===== src/rtl/flag_branch_sequencer.sv =====
// Instruction-cycle controller: fetch/decode/execute sequencing,
// flag write strobing and hazard-free conditional jump resolution.
module flag_branch_sequencer #(
  parameter int OPC_W       = 3,
  parameter int ALU_TIMEOUT = 15
) (
  input  logic             clk,
  input  logic             rst_n,
  input  logic             instr_valid,
  input  logic [OPC_W-1:0] opc,
  input  logic [2:0]       cond,
  input  logic             alu_done,
  input  logic             fl,
  output logic             ir_load,
  output logic             pc_inc,
  output logic             pc_load,
  output logic             s_al,
  output logic [2:0]       oc_fl,
  output logic             branch_taken,
  output logic             halted,
  output logic             err,
  output logic [3:0]       state_o
);

  localparam int CW = $clog2(ALU_TIMEOUT + 1);

  typedef enum logic [3:0] {
    S_FETCH  = 4'd0,
    S_DECODE = 4'd1,
    S_AWAIT  = 4'd2,
    S_FLWR   = 4'd3,
    S_SETTLE = 4'd4,
    S_COND   = 4'd5,
    S_HALT   = 4'd6,
    S_ERR    = 4'd7
  } state_e;

  state_e          state_q, state_d;
  logic [CW-1:0]   cnt_q, cnt_d;
  logic [2:0]      oc_fl_q, oc_fl_d;
  logic            pend_q, pend_d;

  logic is_nop, is_alu, is_jmp, is_jcc, is_hlt;
  logic cnt_last;

  assign is_nop = (opc == OPC_W'(0));
  assign is_alu = (opc == OPC_W'(1));
  assign is_jmp = (opc == OPC_W'(2));
  assign is_jcc = (opc == OPC_W'(3));
  assign is_hlt = (opc == OPC_W'(4));

  assign cnt_last = (cnt_q == CW'(ALU_TIMEOUT - 1));

  always_ff @(posedge clk or negedge rst_n) begin
    if (!rst_n) begin
      state_q <= S_FETCH;
      cnt_q   <= '0;
      oc_fl_q <= '0;
      pend_q  <= 1'b0;
    end else begin
      state_q <= state_d;
      cnt_q   <= cnt_d;
      oc_fl_q <= oc_fl_d;
      pend_q  <= pend_d;
    end
  end

  always_comb begin
    state_d = state_q;
    cnt_d   = cnt_q;
    oc_fl_d = oc_fl_q;
    pend_d  = pend_q;
    unique case (state_q)
      S_FETCH: begin
        if (instr_valid) state_d = S_DECODE;
      end
      S_DECODE: begin
        unique case (1'b1)
          is_nop: begin
            pend_d  = 1'b0;
            state_d = S_FETCH;
          end
          is_alu: begin
            pend_d  = 1'b0;
            cnt_d   = '0;
            state_d = S_AWAIT;
          end
          is_jmp: begin
            pend_d  = 1'b0;
            state_d = S_FETCH;
          end
          is_jcc: begin
            oc_fl_d = cond;
            state_d = pend_q ? S_SETTLE : S_COND;
          end
          is_hlt: begin
            pend_d  = 1'b0;
            state_d = S_HALT;
          end
          default: state_d = S_ERR;
        endcase
      end
      S_AWAIT: begin
        // done on the limit cycle still wins over the timeout
        if (alu_done) begin
          state_d = S_FLWR;
        end else if (cnt_last) begin
          state_d = S_ERR;
        end else begin
          cnt_d = cnt_q + 1'b1;
        end
      end
      S_FLWR: begin
        pend_d  = 1'b1;
        state_d = S_FETCH;
      end
      S_SETTLE: begin
        pend_d  = 1'b0;
        state_d = S_COND;
      end
      S_COND:  state_d = S_FETCH;
      S_HALT:  state_d = S_HALT;
      S_ERR:   state_d = S_ERR;
      default: state_d = S_ERR;
    endcase
  end

  always_comb begin
    ir_load      = 1'b0;
    pc_inc       = 1'b0;
    pc_load      = 1'b0;
    s_al         = 1'b0;
    branch_taken = 1'b0;
    halted       = 1'b0;
    err          = 1'b0;
    unique case (state_q)
      S_FETCH: begin
        ir_load = instr_valid;
        pc_inc  = instr_valid;
      end
      S_DECODE: begin
        pc_load      = is_jmp;
        branch_taken = is_jmp;
      end
      S_FLWR: s_al = 1'b1;
      S_COND: begin
        pc_load      = fl;
        branch_taken = fl;
      end
      S_HALT: halted = 1'b1;
      S_ERR:  err    = 1'b1;
      default: ;
    endcase
  end

  assign oc_fl   = oc_fl_q;
  assign state_o = state_q;

endmodule


===== config.mk =====
export PLATFORM = sky130hd
export DESIGN_NAME = flag_branch_sequencer
export DESIGN_NICKNAME = d
export VERILOG_FILES = /design/src/rtl/flag_branch_sequencer.sv
export SDC_FILE = /design/constraint.sdc
export NUM_CORES = 1
export LEC_CHECK = 0
export BUFFER_PORTS_ARGS = -buffer_cell sky130_fd_sc_hd__buf_2
export CORE_MARGIN = 10
export CORE_UTILIZATION = 47
export CTS_CLUSTER_SIZE = 20
export DETAILED_ROUTE_END_ITERATION = 6
export GPL_TIMING_DRIVEN = 0
export PLACE_DENSITY_LB_ADDON = 0.08
export SETUP_SLACK_MARGIN = 0.3
export SLEW_MARGIN = 5
export SYNTH_ARGS = -nofsm -noshare
export SYNTH_HDL_FRONTEND = slang
export SYNTH_SLANG_ARGS = --single-unit

===== constraint.sdc =====
create_clock -name clk -period 1.6 [get_ports clk]
set_input_delay 0.24 -clock clk [delete_from_list [all_inputs] [get_ports clk]]
set_output_delay 0.24 -clock clk [all_outputs]
set_load 0.005 [all_outputs]

==> impl_metrics.ini, run 1 <==
[status]
outcome = completed

[synth]
synth_area_um2 = 742
syn_area_per_cell_um2 = 9.51
syn-num-nets = 91
synth_seq_cells = 11
syn_inst = 78
ys_types = 39
yosysWarnings = 0
ys_seq_area_share_pct = 37.1

[timing]
finalCriticalPeriod_ns = 1.58
rsz0062_at_grt = yes
fin_skew_ns = 0.00466
slew_viol_final = 0
max_freq_mhz = 633
hold_violations = 0
setup_slack_ns = 0.0199
setup_viol = 0
period_share_pct = 98.8

[setup_path]
start_kind = flop
worstSetupPathType = flop to output port
cp.arrival_ns = 1.34
cp_data_required_time_ns = 1.36
cp-end-kind = output port
cp_max_fo = 10

[grt]
overflow = 0
antenna_found_initial = 0
grt_max_degree = 12
grt_pass1_vias = 764
grt_pass1_wl_um = 3370
grt_usage_pct = 11.9

[drt]
drc = 0
wire_per_inst_um = 16.8
postRouteAntennaNets = 0
vias = 759
via_per_inst = 5.62
drtIter0Drc = 12
wirelength_um = 2260
firstDrtPassIters = 4

[pwr]
max-vdd-ir-drop_mv = 0.592
intPower_mw = 0.398
clkPwrFrac_pct = 37.2
p_sw_share_pct = 24.0
switchingPower_mw = 0.126
p_per_area_nw_per_um2 = 466
seqPwrFrac_pct = 53.6
p_comb_share_pct = 9.2
leakage_nw = 0.542

[placed_design]
dpl.hpwl_um = 1420
placed_cells = 117
portBuffers = 23
gp_congestion = 0.799
post-place-ws_ns = 0.159

[worst_hold_path]
hold_class = primary input to flop

[die]
die-area_um2 = 3570
core_um2 = 1510
die_y_um = 59.7
io_pins = 25
start_util_pct = 49.3
die_w_um = 59.7
rows = 14

[final_layout]
finish.net_count = 133
final_util_pct = 74.7
drive_above_1_share_pct = 53.8
fin_cells = 135
diodes = 0
synthToLayoutAreaGrowth_pct = 51.6

[clock_tree]
clkTransAtPathRegs_ns = 0.07
cts_buffers = 3
cts.sinks = 11
insertion_delay_ns = 0.27
cts-root-buf = clkbuf_4
tritoncts = built
h-tree-depth = 1
cts_buffer_depth = 2

[run]
cap_violations = 0
-- power groups by stage --
| stage | clock network (mW) | logic (mW) | registers [mW] |
|---|---|---|---|
| 2_1_floorplan | 0 | 0.0175 | 0.286 |
| 5_1_grt | 0.209 | 0.0546 | 0.281 |
| 3_3_place_gp | 0 | 0.0434 | 0.286 |
| 4_1_cts | 0.198 | 0.0470 | 0.281 |
| 6_report | 0.195 | 0.0484 | 0.281 |
| 3_5_place_dp | 0 | 0.0442 | 0.286 |
-- layout by cell type, fill, tap and decap left out, types with 3 or more instances in the layout --
| master | n |
|---|---|
| mux2_4 | 3 |
| nand2b_1 | 4 |
| o21ai_1 | 3 |
| nand2_1 | 5 |
| buf_6 | 7 |
| nor2_1 | 4 |
| buf_4 | 13 |
| dfrtp_2 | 3 |
| clkbuf_4 | 3 |
| dfrtp_1 | 8 |
| buf_2 | 21 |
-- worst max-delay path, stage by stage, from the launching register on --
cell      delay [ns]
dfrtp_2         0.42
buf_6           0.15
nand2b_1        0.15
nor2_1          0.14
buf_4           0.13
buf_6           0.08
-- cell type report --
| class | count | area (um2) |
|---|---|---|
| plain buffers | 6 | 60.1 |
| fillers | 107 | 382 |
| repair buffers | 37 | 246 |
| clock buffers | 4 | 26.3 |
| inverters | 3 | 13.8 |
| multi-input cells | 58 | 479 |
| flip-flops and latches | 11 | 279 |
| well taps | 16 | 20.0 |
-- per-stage QoR --
stage                     TNS (ns)  hold WS (ns)  power, mW  area [um2]
after floorplan                  0       -0.0556      0.303         762
after global placement           0         0.125      0.330         897
after detailed placement         0         0.125      0.331         897
after CTS                 -0.00129         0.192      0.526        1040
after global routing       -0.0708         0.194      0.545        1120
final                            0         0.197      0.524        1120
-- metal layers --
| layer | wire length, um | vias up | global-route usage [%] |
|---|---|---|---|
| li1 | - | 372 | - |
| met1 | 915 | 357 | 13.7 |
| met2 | 1180 | 22 | 20.0 |
| met3 | 128 | 8 | 4.87 |
| met4 | 35 | 0 | 2.88 |
| met5 | 0 | - | 0 |
-- worst paths after layout --
path                       startpoint         end  slack, ns  cells past startpoint
setup / recovery           state_o[1]     pc_load       0.02                      5
hold / removal                cond[2]    oc_fl[2]       0.20                      2
setup reg to reg           state_o[2]    cnt_q[2]       0.16                      4
hold reg to reg              oc_fl[2]    oc_fl[2]       0.51                      1
max in group asynchronous       rst_n  state_o[1]       1.01                      2
min in group asynchronous       rst_n    cnt_q[3]       0.36                      2
-- timing repair --
action,4_1_cts,5_1_grt
pin swaps,5,9
hold endpoints to repair,11,0
buffers inserted,6,7
resized for setup,16,9
hold buffers,1,0
setup endpoints to repair,14,15
-- logic make-up after synthesis --
logic type | after synthesis | synth area share (%)
AO/OA/AOI/OAI | 18 | 17.5
adder cells (fa/ha/maj) | 3 | 4.72
buffers and inverters | 9 | 6.41
flip-flops | 11 | 37.1
multiplexers | 5 | 7.25
other | 1 | 0.505
AND/OR/NAND/NOR | 31 | 26.5
-- state kept, by name, indices dropped and copies added (netlist names) --
| register | flops |
|---|---|
| pend_q | 1 |
| cnt_q | 4 |
| oc_fl | 3 |
| state_o | 3 |
-- synthesized netlist by cell type --
cell,n,area share [%]
and3_1,2,1.7
buf_2,2,1.3
conb_1,1,0.51
o211ai_1,1,1.0
nand3_1,3,2.0
o2111ai_1,1,1.2
nor2_1,5,2.5
a221oi_1,1,1.2
buf_4,3,3.0
nor3b_1,2,2.0
nand2_1,5,2.5
a41oi_1,1,1.2
nor3b_4,1,2.5
o21ai_1,3,2.0
a22oi_1,2,2.0
or3_1,1,0.84
nand4b_1,1,1.2
ha_1,2,3.4
nor2b_1,2,1.7
a22o_1,2,2.4
inv_2,1,0.51
a21oi_1,1,0.67
nand2b_1,4,3.4
nor4b_1,1,1.2
a21o_1,2,2.0
maj3_1,1,1.3
a31o_2,1,1.2
inv_1,2,1.0
nor4b_2,1,2.0
dfrtp_1,11,37
mux2i_1,2,2.7
a32oi_1,1,1.2
a31oi_1,1,0.84
nand3_2,1,1.3
nor3_1,1,0.67
clkbuf_1,1,0.51
mux2_1,3,4.6
o21ai_0,1,0.67
nor4_1,1,0.84
Power figures use the tool's default switching activity.
==> run 2: changes to the inputs <==
--- a/config.mk
+++ b/config.mk
@@ -11,6 +11,7 @@
 export CTS_CLUSTER_SIZE = 20
 export DETAILED_ROUTE_END_ITERATION = 6
 export GPL_TIMING_DRIVEN = 0
+export MAX_ROUTING_LAYER = met4
 export PLACE_DENSITY_LB_ADDON = 0.08
 export SETUP_SLACK_MARGIN = 0.3
 export SLEW_MARGIN = 5
==> run 2 against run 1 <==
First-iteration DRC count is 17% lower; total power up 0.16%; wire length grew 1.0%; register-to-register slack barely moved.
==> impl_metrics.ini, run 2 (synthesis results as in run 1) <==
[status]
outcome = completed

[final_layout]
final_cell_mix = 21 x buf_2, 13 x buf_4, 8 x dfrtp_1
drive_above_1_share_pct = 53.8
regMostFlops = cnt_q
mostFrequentLayoutCell = buf_2
synthToLayoutAreaGrowth_pct = 51.6
largest_reg_flops = 4
n_fill_cell = 107
multi_input_area_um2 = 479
seqCellArea_um2 = 279
finish.net_count = 133
diodes = 0

[worst_hold_path]
hold_class = primary input to flop
hold_start = cond[2]
holdPathEnd = oc_fl[2]
holdPathStages = 2

[placed_design]
portBuffers = 23
gp_congestion = 0.810
post-place-ws_ns = 0.159
dpl.hpwl_um = 1420

[clock_tree]
cts_buffers = 3
tritoncts = built
cts-root-buf = clkbuf_4
cts.sinks = 11
clkTransAtPathRegs_ns = 0.07
h-tree-depth = 1
cts_buffer_depth = 2
insertion_delay_ns = 0.27

[pwr]
p_comb_share_pct = 9.3
clkPwrFrac_pct = 37.2
seqPwrFrac_pct = 53.5
switchingPower_mw = 0.127
power_mw = 0.525
p_sw_share_pct = 24.1
max-vdd-ir-drop_mv = 0.593
p_per_area_nw_per_um2 = 467
intPower_mw = 0.398
leakage_nw = 0.542

[grt]
overflow = 0
grt_util_met2_pct = 19.9
grt_max_degree = 12
antenna_found_initial = 0
use_met1_pct = 14.3
grt_pass1_wl_um = 3390
grtUsageMet3_pct = 4.24
grt_pass1_vias = 765
grt_usage_pct = 12.3
grt.busiest_layer = met2

[setup_path]
cp-end-kind = output port
worstSetupPathType = flop to output port
r2r_start = state_o[2]
reg2regPathDepth = 4
cp_max_fo = 6
start_kind = flop
r2r_setup_slack_ns = 0.16
reg2reg_to = cnt_q[2]
crit_start = state_o[2]
cp_data_required_time_ns = 1.36
cp.arrival_ns = 1.34

[drt]
wire_per_inst_um = 16.9
vias = 755
postRouteAntennaNets = 0
firstDrtPassIters = 4
drc = 0
via_per_inst = 5.59
wirelength_um = 2290
drtIter0Drc = 10

[die]
die_y_um = 59.7
die_w_um = 59.7
core_um2 = 1510
die-area_um2 = 3570
io_pins = 25
start_util_pct = 49.3
rows = 14

[timing]
slew_viol_final = 0
period_share_pct = 98.7
setup_viol = 0
hold_violations = 0
fin_skew_ns = 0.00525
rsz0062_at_grt = yes
max_freq_mhz = 634
setup_slack_ns = 0.0216
finalCriticalPeriod_ns = 1.58

[run]
cap_violations = 0
run 2: cell counts in the layout (fill, tap and decap cells not counted):
No cell type changed its count.
run 2: worst max-delay path by stage:
stage                          end  slack [ns]  depth (start not counted)
after floorplan           cnt_q[2]        0.28                          3
after global placement    cnt_q[2]        0.17                          3
after detailed placement  cnt_q[2]        0.16                          3
after CTS                  pc_load      -0.001                          6
after global routing       pc_load       -0.04                          6
final                       pc_inc        0.02                          4
run 2: layer usage:
| layer | share of wire (%) | up-vias |
|---|---|---|
| met3 | 5.0 | 6 |
| met4 | 1.4 | 0 |
| met2 | 53 | 22 |
| met1 | 41 | 357 |
| li1 | - | 370 |
| met5 | 0 | - |
run 2: cell type report:
cell class	count	share of cell area (%)
plain buffers	6	5.34
clock buffers	4	2.34
inverters	3	1.22
multi-input cells	58	42.6
flip-flops and latches	11	24.8
well taps	16	1.78
repair buffers	37	21.9
run 2: what timing repair did:
item | 4_1_cts | 5_1_grt
gates resized for setup | 16 | 9
hold buffers | 1 | 0
pin swaps | 5 | 9
setup endpoints to repair | 14 | 15
hold endpoints to repair | 11 | 0
buffers inserted | 6 | 7
run 2: metrics by stage:
stage	instance area [um2]	setup TNS (ns)	std cells	hold WS, ns	util, %
floorplan	762	0	78	-0.0556	-
global placement	897	0	117	0.125	59.6
detailed placement	897	0	117	0.125	59.6
CTS	1040	-0.00129	128	0.192	69.0
global route	1120	-0.0708	135	0.194	74.7
finish	1120	0	135	0.197	74.7
run 2: critical path, stage by stage, from the launching register on:
cell	delay [ns]
dfrtp_2	0.43
buf_6	0.14
nor4b_4	0.27
buf_4	0.15
buf_6	0.08
run 2: power groups by stage:
stage | Combinational, mW | Sequential, mW | Clock [mW]
CTS | 0.0470 | 0.281 | 0.198
global route | 0.0546 | 0.281 | 0.209
finish | 0.0488 | 0.281 | 0.195
floorplan | 0.0175 | 0.286 | 0
global placement | 0.0434 | 0.286 | 0
detailed placement | 0.0442 | 0.286 | 0
